### config.mk
export PLATFORM = sky130hd
export DESIGN_NAME = conv_encoder_p
export DESIGN_NICKNAME = d
export VERILOG_FILES = /design/src/rtl/conv_pkg.sv /design/src/rtl/conv_encoder_p.sv
export SDC_FILE = /design/constraint.sdc
export NUM_CORES = 1
export LEC_CHECK = 0
export CAP_MARGIN = 20
export CORE_MARGIN = 2
export CORE_UTILIZATION = 48
export CTS_BUF_LIST = sky130_fd_sc_hd__clkbuf_16
export DETAILED_ROUTE_END_ITERATION = 16
export PLACE_DENSITY_LB_ADDON = 0.05
export SKIP_LAST_GASP = 1
export SLEW_MARGIN = 20
export SYNTH_ARGS = -nofsm -noshare
export SYNTH_HDL_FRONTEND = slang
export SYNTH_SLANG_ARGS = --single-unit
### constraint.sdc
create_clock -name clk -period 1.6 [get_ports clk]
set_input_delay 0.16 -clock clk [delete_from_list [all_inputs] [get_ports clk]]
set_output_delay 0.16 -clock clk [all_outputs]
set_load 0.05 [all_outputs]
### src/rtl/conv_pkg.sv
// Shared definitions for the ConvCode encoder/decoder chain.
// States, rate-mode codes and the generator parity helper.
package conv_pkg;

    typedef enum logic [1:0] {
        S_IN,
        S_OUT0,
        S_OUT1,
        S_TAIL
    } state_e;

    localparam logic RATE_1_2 = 1'b0;
    localparam logic RATE_2_3 = 1'b1;

    // Widest supported window (K up to 9).
    localparam int KMAX = 9;

    function automatic logic parity(
        input logic [KMAX-1:0] w,
        input logic [KMAX-1:0] g
    );
        return ^(w & g);
    endfunction

endpackage

### src/rtl/conv_encoder_p.sv
// Parametrised convolutional encoder, rate 1/2 or punctured 2/3,
// with K-1 zero tail bits per frame and valid/ready on both sides.
module conv_encoder_p
    import conv_pkg::*;
#(
    parameter int             K  = 3,
    parameter logic [K-1:0]   G0 = K'(3'b111),
    parameter logic [K-1:0]   G1 = K'(3'b101)
) (
    input  logic clk,
    input  logic rst_n,
    input  logic punct,
    input  logic in_valid,
    output logic in_ready,
    input  logic in_data,
    input  logic in_last,
    output logic out_valid,
    input  logic out_ready,
    output logic out_data,
    output logic out_last,
    output logic busy
);

    localparam int TW = 4;

    state_e          state_q, state_d;
    logic [K-2:0]    sr_q, sr_d;
    logic [TW-1:0]   tail_cnt_q, tail_cnt_d;
    logic            c0_q, c0_d;
    logic            c1_q, c1_d;
    logic            last_q, last_d;
    logic            tail_q, tail_d;
    logic            phase_q, phase_d;
    logic            punct_q, punct_d;
    logic            busy_q, busy_d;
    logic            in_ready_q, in_ready_d;

    logic [K-1:0]    win;
    logic            sym_punct;
    logic            end_sym;

    // Odd symbols of a punctured frame carry c0 only.
    assign sym_punct = (punct_q == RATE_2_3) && phase_q;

    always_comb begin
        state_d    = state_q;
        sr_d       = sr_q;
        tail_cnt_d = tail_cnt_q;
        c0_d       = c0_q;
        c1_d       = c1_q;
        last_d     = last_q;
        tail_d     = tail_q;
        phase_d    = phase_q;
        punct_d    = punct_q;
        busy_d     = busy_q;
        win        = {1'b0, sr_q};
        end_sym    = 1'b0;

        unique case (state_q)
            S_IN: begin
                if (in_valid) begin
                    if (!busy_q) begin
                        punct_d = punct;
                        busy_d  = 1'b1;
                    end
                    win     = {in_data, sr_q};
                    c0_d    = parity(KMAX'(win), KMAX'(G0));
                    c1_d    = parity(KMAX'(win), KMAX'(G1));
                    sr_d    = {in_data, sr_q[K-2:1]};
                    last_d  = in_last;
                    state_d = S_OUT0;
                end
            end
            S_TAIL: begin
                win        = {1'b0, sr_q};
                c0_d       = parity(KMAX'(win), KMAX'(G0));
                c1_d       = parity(KMAX'(win), KMAX'(G1));
                sr_d       = {1'b0, sr_q[K-2:1]};
                tail_cnt_d = tail_cnt_q - 1'b1;
                state_d    = S_OUT0;
            end
            S_OUT0: begin
                if (out_ready) begin
                    if (sym_punct) end_sym = 1'b1;
                    else           state_d = S_OUT1;
                end
            end
            S_OUT1: begin
                if (out_ready) end_sym = 1'b1;
            end
        endcase

        if (end_sym) begin
            phase_d = ~phase_q;
            if (last_q) begin
                last_d     = 1'b0;
                tail_d     = 1'b1;
                tail_cnt_d = TW'(K - 1);
                state_d    = S_TAIL;
            end else if (tail_q && tail_cnt_q != '0) begin
                state_d = S_TAIL;
            end else begin
                state_d = S_IN;
                if (tail_q) begin
                    tail_d  = 1'b0;
                    phase_d = 1'b0;
                    punct_d = RATE_1_2;
                    busy_d  = 1'b0;
                end
            end
        end
    end

    assign in_ready_d = (state_d == S_IN);

    always_ff @(posedge clk or negedge rst_n) begin
        if (!rst_n) begin
            state_q    <= S_IN;
            sr_q       <= '0;
            tail_cnt_q <= '0;
            c0_q       <= 1'b0;
            c1_q       <= 1'b0;
            last_q     <= 1'b0;
            tail_q     <= 1'b0;
            phase_q    <= 1'b0;
            punct_q    <= RATE_1_2;
            busy_q     <= 1'b0;
            in_ready_q <= 1'b1;
        end else begin
            state_q    <= state_d;
            sr_q       <= sr_d;
            tail_cnt_q <= tail_cnt_d;
            c0_q       <= c0_d;
            c1_q       <= c1_d;
            last_q     <= last_d;
            tail_q     <= tail_d;
            phase_q    <= phase_d;
            punct_q    <= punct_d;
            busy_q     <= busy_d;
            in_ready_q <= in_ready_d;
        end
    end

    assign in_ready  = in_ready_q;
    assign busy      = busy_q;
    assign out_valid = (state_q == S_OUT0) || (state_q == S_OUT1);
    assign out_data  = ((state_q == S_OUT0) && c0_q) ||
                       ((state_q == S_OUT1) && c1_q);
    // Final coded bit of the last tail symbol, punctured or not.
    assign out_last  = tail_q && (tail_cnt_q == '0) &&
                       ((state_q == S_OUT1) ||
                        ((state_q == S_OUT0) && sym_punct));

endmodule

==> flow_summary_export.csv <==
group,metric,value,unit
outcome,status,"complete, but fails checks",
outcome,violations,"setup timing",
sta,fin_skew,3.153,ps
synthesis,ys_ff_latch,16,
cells_and_area,drive_gt1_share,39.69,%
synthesis,synth-xor-area-share,3.723,%
setup_path,worst_setup_path_end_kind,"register",
power_and_ir_drop,p_leak,0.6212,nW
sta,rsz0062_at_grt,"yes",
setup_path,crit_buf_inv,1,
synthesis,ys_types,33,
die,num_io_pins,12,
synthesis,synth_top_area_cell,"dfrtp_1",
setup_path,worst-endpoint-required,1780,ps
cts,cts_tree,"built",
route,drc,0,
setup_path,slowest_delay,400,ps
sta,hold_viol,0,
setup_path,cp_slowest_cell,"or3b_4",
synthesis,yosys.area_share.simple,16.22,%
setup_path,setup.worst_path.class,"reg2reg",
sta,min_period,1795,ps
route,dr.pass1.iters,4,
global_routing,track_usage,24.66,%
route,via_per_inst,5.354,
cts,htreeDepth,1,
sta,slew_headroom,80.15,%
synthesis,synthMuxAreaShare,4.521,%
route,ant_nets,0,
synthesis,synth_area,940.9,um2
placed_design,pre_cts_slack,-73.56,ps
setup_path,arrival,1970,ps
cells_and_area,utilization,75.66,%
sta,post-route-period-util,112.2,%
synthesis,syn_avg_cell_area,9.904,um2
die,core-area,1902,um2
worst_hold_path,min_path_type,"in2async",
power_and_ir_drop,ir_drop,1.564,mV
cells_and_area,num-nets-final,145,
route,wl,2.515,mm
cts,cts.sink_count,16,
run,maxCapViolCount,0,
sta,fmax,557.1,MHz
route,drt_iter0_drc,10,
synthesis,synth-adder-area-share,7.979,%
die,num_rows,16,
global_routing,grt_pass1_vias,873,
cells_and_area,num_antenna_cells,0,
route,avgRoutedWirePerCell,15.92,um
route,vias,846,
global_routing,grt_pass1_wl,3.801,mm
die,die_w,48.28,um
die,die-area,2330,um2
cts,cts_root_buf,"clkbuf_16",
die,initial_core_util,49.47,%
sta,finalWorstSetupSlack,-195.1,ps
synthesis,synth_top_family_by_area,"compound AO/OA/AOI/OAI gates",
cts,clk_latency,250,ps
placed_design,dp_hpwl,1.652,mm
synthesis,synth_top_area_share,39.89,%
setup_path,worst-path-max-fanout,3,
power_and_ir_drop,total_power,0.003145,W
synthesis,syn_inst,95,
synthesis,synthesis.nets,108,
sta,final.setup.tns,-580.0,ps
sta,setup_viol,6,
synthesis,ys_seq_area_share,42.69,%
sta,worstMarginPinSlew,297.8,ps
cts,clk_pin_slew,50,ps
setup_path,start_kind,"register",
sta,slew_viol_final,0,
setup_path,critPathTopFamily,"compound AO/OA/AOI/OAI gates",
synthesis,synth-warning-count,0,
cells_and_area,area_growth,52.93,%
global_routing,grt_start_max_net_pins,17,
power_and_ir_drop,power_density,2186,nW/um2
die,die_h,48.28,um
sta,hold_ws,240.9,ps
cts,numCtsBuffers,3,
synthesis,synth_compound_area_share,21.68,%
global_routing,antenna_found_initial,0,
placed_design,io_buffers,11,
placed_design,gp_congestion,0.7812,
global_routing,gr-total-overflow,0,
synthesis,synth_area_leaders,"dfrtp_1 (40%), ha_1 (8.0%), a21oi_1 (6.4%)",
setup_path,cp_cell_sequence,"inv_1, ha_2, or3b_4, a2111oi_4, a31oi_2, o21ba_1",
cts,clockBufferDepth,2,
timing repair:
item                                   CTS  global route
gates resized for setup                  6             4
setup endpoints to repair                5             9
pin swaps                                2             1
gates cloned                             0             0
hold buffers                             0             0
buffers inserted                         6             1
endpoints found under the hold margin    0             0
final timing paths:
path	from	end	slack, ps	depth (start not counted)
worst max register to register	tail_cnt_q[0]	in_ready	-200	6
min in group clk	in_last	last_q	530	3
worst min-delay path	rst_n	busy	240	2
worst min register to register	sr_q[1]	sr_q[1]	560	2
worst max-delay path	tail_cnt_q[0]	in_ready	-200	6
max in group asynchronous	rst_n	in_ready	1110	2
worst reg2reg max path, cell delays in order, from the launching register on:
cell and delay (ps):
dfrtp_1 380, inv_1 60, ha_2 180, or3b_4 400
a2111oi_4 340, a31oi_2 100, o21ba_1 270
final cells by class:
class | instances | area [um2]
multi-input cells | 71 | 589.3
fillers | 142 | 462.9
flip-flops and latches | 16 | 402.9
repair buffers | 35 | 315.3
clock buffers | 3 | 75.07
well taps | 27 | 33.78
inverters | 5 | 18.77
clock inverters | 1 | 3.754
kinds of logic after synthesis:
logic type | Yosys count
xor+xnor | 4
compound gates | 27
fa+ha+maj | 6
buf+inv | 8
mux | 4
simple gates | 30
flops | 16
power by group:
group / total [W] / internal, W / switching [W]
Combinational: 0.00184 / 0.000923 / 0.000916
Clock: 0.000490 / 0.000332 / 0.000158
Sequential: 0.000816 / 0.000603 / 0.000213
Total: 0.00314 / 0.00186 / 0.00129
cells in the final DEF, fill, tap and decap left out, types with 2 or more instances in the layout:
cell             instances
buf_4                   26
dfrtp_1                 14
a21oi_1                 11
nor2_1                  10
nand2_1                  8
clkdlybuf4s50_1          6
inv_1                    3
clkbuf_16                3
buf_12                   3
inv_2                    2
xor2_1                   2
xnor2_1                  2
mux2i_1                  2
o21ai_1                  2
o22ai_1                  2
mux2_1                   2
ha_4                     2
ha_2                     2
ha_1                     2
per-layer routing:
metal  global-route usage [%]  wire, um
met1                    30.63      1095
met4                    12.43        68
met2                    41.58      1301
met3                    3.333        49
met5                        0         0
through the flow:
stage	instances	cell area, um2
2_1_floorplan	95	974.7
6_report	158	1439
5_1_grt	158	1439
3_3_place_gp	147	1259
4_1_cts	157	1406
3_5_place_dp	147	1259
cell usage after synthesis:
library cell,instances
a31oi_2,1
nand4b_1,1
nand2_1,9
a21boi_0,2
a21oi_1,12
mux2i_1,2
a22o_1,1
xor2_1,2
a2111oi_4,1
nand4bb_1,1
or3b_4,1
nor2_2,1
and3_1,1
nor2_1,11
nor2b_1,1
or2_1,1
a31oi_1,1
nand2b_1,1
a2bb2oi_1,1
xnor2_1,2
clkbuf_1,3
ha_1,6
o21ba_1,1
nor4b_1,1
dfstp_2,1
mux2_1,2
dfrtp_1,15
o22ai_1,3
o21ai_1,2
or3_1,1
inv_1,5
o31ai_4,1
o21ai_0,1
state kept, by name, indices dropped and copies added (netlist names):
| register | flops |
|---|---|
| c1_q | 1 |
| phase_q | 1 |
| tail_q | 1 |
| last_q | 1 |
| in_ready | 1 |
| c0_q | 1 |
| busy | 1 |
| tail_cnt_q | 4 |
| sr_q | 2 |
| state_q | 2 |
| punct_q | 1 |
Note: power is estimated with default switching activity, not from simulation.
